<file path="src/rtl/v_table_init_ctrl.sv">
// v_table_init_ctrl: reset-init sweep, write forwarding and ranged flush for replicated state tables.
// Optional protocol checking (sticky o_err_r) is built when V_TABLE_INIT_CHECK_EN is defined.
module v_table_init_ctrl #(
    parameter int N = 128,
    parameter int W = 64,
    parameter int BANKS_N = 2,
    parameter logic [W-1:0] INIT_VAL = '0,
    localparam int AW = $clog2(N)
) (
    input  logic               clk,
    input  logic               rst,
    input  logic               i_wen,
    input  logic [AW-1:0]      i_waddr,
    input  logic [W-1:0]       i_wdata,
    input  logic               i_flush_vld,
    input  logic [AW-1:0]      i_flush_lo,
    input  logic [AW-1:0]      i_flush_hi,
    output logic               o_flush_rdy_r,
    output logic               o_flush_done_r,
    output logic [BANKS_N-1:0] o_wen_r,
    output logic [AW-1:0]      o_waddr_r,
    output logic [W-1:0]       o_wdata_r,
    output logic               o_busy_r,
    output logic               o_err_r
);

    typedef enum logic [1:0] {
        ST_INIT,
        ST_IDLE,
        ST_FLUSH
    } state_t;

    localparam logic [AW:0] LAST = (AW+1)'(N - 1);
    localparam logic [AW:0] ONE  = (AW+1)'(1);

    state_t             state_q;
    state_t             state_d;
    logic [AW:0]        cnt_q;
    logic [AW:0]        cnt_d;
    logic [AW-1:0]      hi_q;
    logic [AW-1:0]      hi_d;
    logic [BANKS_N-1:0] wen_d;
    logic [AW-1:0]      waddr_d;
    logic [W-1:0]       wdata_d;
    logic               busy_d;
    logic               rdy_d;
    logic               done_d;

    logic               accept;
    logic [AW-1:0]      hi_clamp;
    logic               range_empty;
    logic               range_last;

    assign accept   = (state_q == ST_IDLE) && i_flush_vld && o_flush_rdy_r;
    assign hi_clamp = ({1'b0, i_flush_hi} > LAST) ? LAST[AW-1:0] : i_flush_hi;

    // cnt is one bit wider than an address so a sweep past hi never wraps
    assign range_empty = cnt_q > {1'b0, hi_q};
    assign range_last  = cnt_q == {1'b0, hi_q};

    always_comb begin
        state_d = state_q;
        cnt_d   = cnt_q;
        hi_d    = hi_q;
        wen_d   = '0;
        waddr_d = o_waddr_r;
        wdata_d = o_wdata_r;
        busy_d  = (state_q == ST_INIT);
        rdy_d   = 1'b0;
        done_d  = 1'b0;

        unique case (state_q)
            ST_INIT: begin
                wen_d   = '1;
                waddr_d = cnt_q[AW-1:0];
                wdata_d = INIT_VAL;
                cnt_d   = cnt_q + ONE;
                if (cnt_q == LAST) begin
                    state_d = ST_IDLE;
                end
            end
            ST_IDLE: begin
                rdy_d = !accept;
                if (i_wen) begin
                    wen_d   = '1;
                    waddr_d = i_waddr;
                    wdata_d = i_wdata;
                end
                if (accept) begin
                    cnt_d   = {1'b0, i_flush_lo};
                    hi_d    = hi_clamp;
                    state_d = ST_FLUSH;
                end
            end
            ST_FLUSH: begin
                if (i_wen) begin
                    wen_d   = '1;
                    waddr_d = i_waddr;
                    wdata_d = i_wdata;
                end
                // functional writes win; the sweep only advances on free cycles
                if (range_empty) begin
                    done_d  = 1'b1;
                    state_d = ST_IDLE;
                end else if (!i_wen) begin
                    wen_d   = '1;
                    waddr_d = cnt_q[AW-1:0];
                    wdata_d = INIT_VAL;
                    cnt_d   = cnt_q + ONE;
                    if (range_last) begin
                        done_d  = 1'b1;
                        state_d = ST_IDLE;
                    end
                end
            end
            default: begin
                state_d = ST_INIT;
            end
        endcase
    end

    always_ff @(posedge clk) begin
        if (rst) begin
            state_q        <= ST_INIT;
            cnt_q          <= '0;
            hi_q           <= '0;
            o_wen_r        <= '0;
            o_waddr_r      <= '0;
            o_wdata_r      <= '0;
            o_busy_r       <= 1'b1;
            o_flush_rdy_r  <= 1'b0;
            o_flush_done_r <= 1'b0;
        end else begin
            state_q        <= state_d;
            cnt_q          <= cnt_d;
            hi_q           <= hi_d;
            o_wen_r        <= wen_d;
            o_waddr_r      <= waddr_d;
            o_wdata_r      <= wdata_d;
            o_busy_r       <= busy_d;
            o_flush_rdy_r  <= rdy_d;
            o_flush_done_r <= done_d;
        end
    end

`ifdef V_TABLE_INIT_CHECK_EN
    logic err_init_wen;
    logic err_range;
    logic err_early;

    assign err_init_wen = (state_q == ST_INIT) && i_wen;
    assign err_range    = accept && ((i_flush_lo > i_flush_hi) ||
                                     ({1'b0, i_flush_hi} > LAST));
    assign err_early    = (state_q == ST_INIT) && i_flush_vld && !o_flush_rdy_r;

    always_ff @(posedge clk) begin
        if (rst) begin
            o_err_r <= 1'b0;
        end else if (err_init_wen || err_range || err_early) begin
            o_err_r <= 1'b1;
        end
    end

`ifndef SYNTHESIS
    always_ff @(posedge clk) begin
        if (!rst) begin
            if (err_init_wen) begin
                $error("v_table_init_ctrl: write during init sweep");
            end
            if (err_range) begin
                $error("v_table_init_ctrl: flush range lo>hi or hi>N-1");
            end
            if (err_early) begin
                $error("v_table_init_ctrl: flush request during init sweep");
            end
        end
    end
`endif
`else
    assign o_err_r = 1'b0;
`endif

endmodule

</file>
<file path="config.mk">
export PLATFORM = sky130hd
export DESIGN_NAME = v_table_init_ctrl
export DESIGN_NICKNAME = d
export VERILOG_FILES = /design/src/rtl/v_table_init_ctrl.sv
export SDC_FILE = /design/constraint.sdc
export NUM_CORES = 1
export LEC_CHECK = 0
export CORE_AREA = 2 2 104 106
export DETAILED_ROUTE_END_ITERATION = 6
export DIE_AREA = 0 0 106 108
export GPL_ROUTABILITY_DRIVEN = 0
export HOLD_SLACK_MARGIN = 0.05
export PLACE_DENSITY = 0.85
export SKIP_LAST_GASP = 1
export SYNTH_ARGS = -nofsm -noshare
export SYNTH_HDL_FRONTEND = slang
export SYNTH_SLANG_ARGS = --single-unit
export TNS_END_PERCENT = 1
</file>
<file path="constraint.sdc">
create_clock -name clk -period 1.95 [get_ports clk]
set_clock_uncertainty 0.05 [all_clocks]
set_input_delay 0.2925 -clock clk [delete_from_list [all_inputs] [get_ports clk]]
set_output_delay 0.2925 -clock clk [all_outputs]
set_load 0.02 [all_outputs]
</file>
==> impl_metrics.json <==
{
  "grt_overflow": 0,
  "violations": "negative setup slack",
  "synth_edf_count": 0,
  "cts_root_buf": "clkbuf_8",
  "yosysWarnings": 0,
  "dp_hpwl_mm": 8.28,
  "grtUsageTotal_pct": 20.9,
  "syn_avg_cell_area_um2": 10.3,
  "start_util_pct": 38.4,
  "max-vdd-ir-drop_mv": 0.372,
  "crit_path_start_kind": "flop",
  "drt_first_pass_iters": 5,
  "routed_via_density": 5.34,
  "endpoint": "cnt_q[2]",
  "hold_violations": 0,
  "ys.flop_type": "dfxtp_1",
  "clkTransAtPathRegs_ns": 0.10,
  "hold_class": "reg2reg",
  "diodes": 0,
  "nNetsFinal": 676,
  "reg2reg_slack_ns": -0.15,
  "cts_buffers": 9,
  "die_y_um": 108,
  "synth.distinct_cells": 53,
  "dp.cells": 690,
  "layout.cells.non_filler": 716,
  "max_freq_ghz": 0.475,
  "port_buffers": 164,
  "cp_data_arrival_time_ns": 2.33,
  "critical_path.startpoint": "cnt_q[6]",
  "cts_tree": "yes",
  "io_pins": 166,
  "grt_max_degree": 65,
  "wl_per_cell_um": 17.2,
  "detailroute.via_count": 3824,
  "yosysTopAreaCell": "dfxtp_1",
  "p_leak_uw": 0.00245,
  "fillers": 789,
  "rsz0062_at_grt": "yes",
  "status": "finished, violations left",
  "finalMaxSlewViolations": 0,
  "synth_common_cells": "92 x dfxtp_1, 64 x a22o_1, 23 x nand2_1",
  "final-setup-viol-count": 81,
  "end_kind": "flop",
  "insertion_delay_ns": 0.37,
  "ctsHoldBuffers": 0,
  "die_w_um": 106,
  "cp.required_ns": 2.18,
  "ant_nets": 0,
  "cts_buffer_depth": 2,
  "timing.rr.start": "cnt_q[6]",
  "cap_violations": 0,
  "finish.utilization_pct": 62.3,
  "final_layout_size_suffix_gt1_share_pct": 16.6,
  "grt_pass1_vias": 3795,
  "ys_top_cells_by_area": "dfxtp_1 47%, a22o_1 14%, mux2i_1 5.6%, ha_1 3.8%, nand2_1 2.2%",
  "synth_top_area_share_pct": 46.8,
  "finalCritPeriodShare_pct": 108,
  "grt_pass1_wl_mm": 19.1,
  "reg2reg_depth": 9,
  "antenna_found_initial": 0,
  "synth-seq-cells": 92,
  "yosysMostFrequentCell": "dfxtp_1",
  "postSynth.asyncResetShare_pct": 0,
  "finalWorstSetupSlack_ns": -0.153,
  "syn_area_um2": 3930,
  "drtIter0Drc": 260,
  "drcViolationCount": 0,
  "die_area_um2": 11400,
  "finalCriticalPeriod_ns": 2.10,
  "fp.coreArea_um2": 10200,
  "fp-row-count": 37,
  "syn2layout_area_growth_pct": 62.2,
  "synthCells": 383,
  "cts.sinks": 92,
  "synth_nets": 484,
  "ys_seq_area_share_pct": 46.8,
  "cts_htree_levels": 3,
  "p_per_area_nw_per_um2": 571,
  "crit_fanout": 5,
  "crit_type": "reg2reg",
  "r2r-end": "cnt_q[2]",
  "drt_wl_total_mm": 12.3
}
==> registers in the layout, summed over array words and instances (netlist names) <==
name            count
o_wen_r             1
state_q             2
hi_q                7
cnt_q               8
o_waddr_r           7
o_flush_rdy_r       1
o_wdata_r          64
o_busy_r            1
o_flush_done_r      1
==> worst max-delay path: stages, from the launching register on <==
cell and delay [ns]:
dfxtp_2 0.36, ha_4 0.26, a211oi_4 0.27, o211ai_2 0.16, buf_4 0.16, o211ai_2 0.19
buf_6 0.16, buf_12 0.11, nand3_2 0.06, a31oi_1 0.23
==> cell type report <==
cell class | instances | area, µm² | share of cell area [%]
Multi-Input combinational cell | 248 | 1980 | 31.1
Clock inverter | 6 | 70.1 | 1.10
Tap cell | 136 | 170 | 2.67
Timing Repair Buffer | 212 | 2130 | 33.4
Inverter | 12 | 45.0 | 0.706
Sequential cell | 92 | 1850 | 29.0
Clock buffer | 10 | 138 | 2.16
==> worst min-delay path by stage <==
stage / from / to / slack, ns / depth (start not counted)
after floorplan: i_wdata[0] / o_wdata_r[0] / 0.38 / 1
after global placement: o_wdata_r[44] / o_wdata_r[44] / 0.40 / 1
after detailed placement: o_wdata_r[21] / o_wdata_r[21] / 0.40 / 1
after CTS: o_wdata_r[14] / o_wdata_r[14] / 0.43 / 1
after global routing: o_wdata_r[2] / o_wdata_r[2] / 0.45 / 1
final: o_wdata_r[14] / o_wdata_r[14] / 0.43 / 1
==> per-stage QoR <==
step           cell area [µm²]  hold WS, ns  power (µW)  setup TNS, ns  setup WS [ns]
2_1_floorplan             3970        0.375        2070              0        0.00127
3_3_place_gp              5900        0.405        2290          -4.71        -0.0895
3_5_place_dp              5900        0.404        2300          -8.37         -0.136
4_1_cts                   6340        0.434        3670          -1.59        -0.0561
5_1_grt                   6380        0.446        3780         -14.45         -0.202
6_report                  6380        0.430        3640          -7.80         -0.153
==> report_power, final <==
group          switching, µW  internal, µW  total [µW]
Combinational            144           253         398
Sequential              11.0          1890        1900
Clock                    709           640        1350
==> cell usage in the layout, fill, tap and decap left out, types with 6 or more instances in the layout <==
| cell type | count |
|---|---|
| clkbuf_8 | 10 |
| o21ai_0 | 6 |
| nand3_1 | 14 |
| buf_4 | 38 |
| o21a_1 | 8 |
| dfxtp_1 | 88 |
| inv_1 | 10 |
| clkdlybuf4s50_1 | 164 |
| ha_1 | 8 |
| nand2_1 | 23 |
| nor2_1 | 13 |
| a22o_1 | 64 |
| a22oi_1 | 7 |
| a21oi_1 | 11 |
| o21ai_1 | 7 |
| mux2i_1 | 22 |
| o211ai_1 | 7 |
==> routing by layer <==
metal | share of wire (%) | track usage (%) | vias to the layer above
li1 | - | - | 1822
met1 | 42 | 25.4 | 1812
met2 | 50 | 37.0 | 172
met3 | 6.4 | 3.98 | 18
met4 | 1.4 | 7.42 | 0
met5 | 0 | 0 | -
==> what timing repair did <==
action	in CTS	in global routing
pin swaps	15	6
buffers inserted	7	1
resized for setup	21	4
setup endpoints to repair	81	83
cloned	3	1
==> kinds of logic after synthesis <==
kind of cell | count (synthesis) | synth area share, %
AOI/OAI and AO/OA | 141 | 28.5
DFF | 92 | 46.8
and+or+nand+nor | 72 | 9.26
buffers and inverters | 43 | 5.95
muxes | 22 | 5.60
adders and majority gates | 12 | 3.82
other | 1 | 0.0953
(Power assumes the default switching activity.)
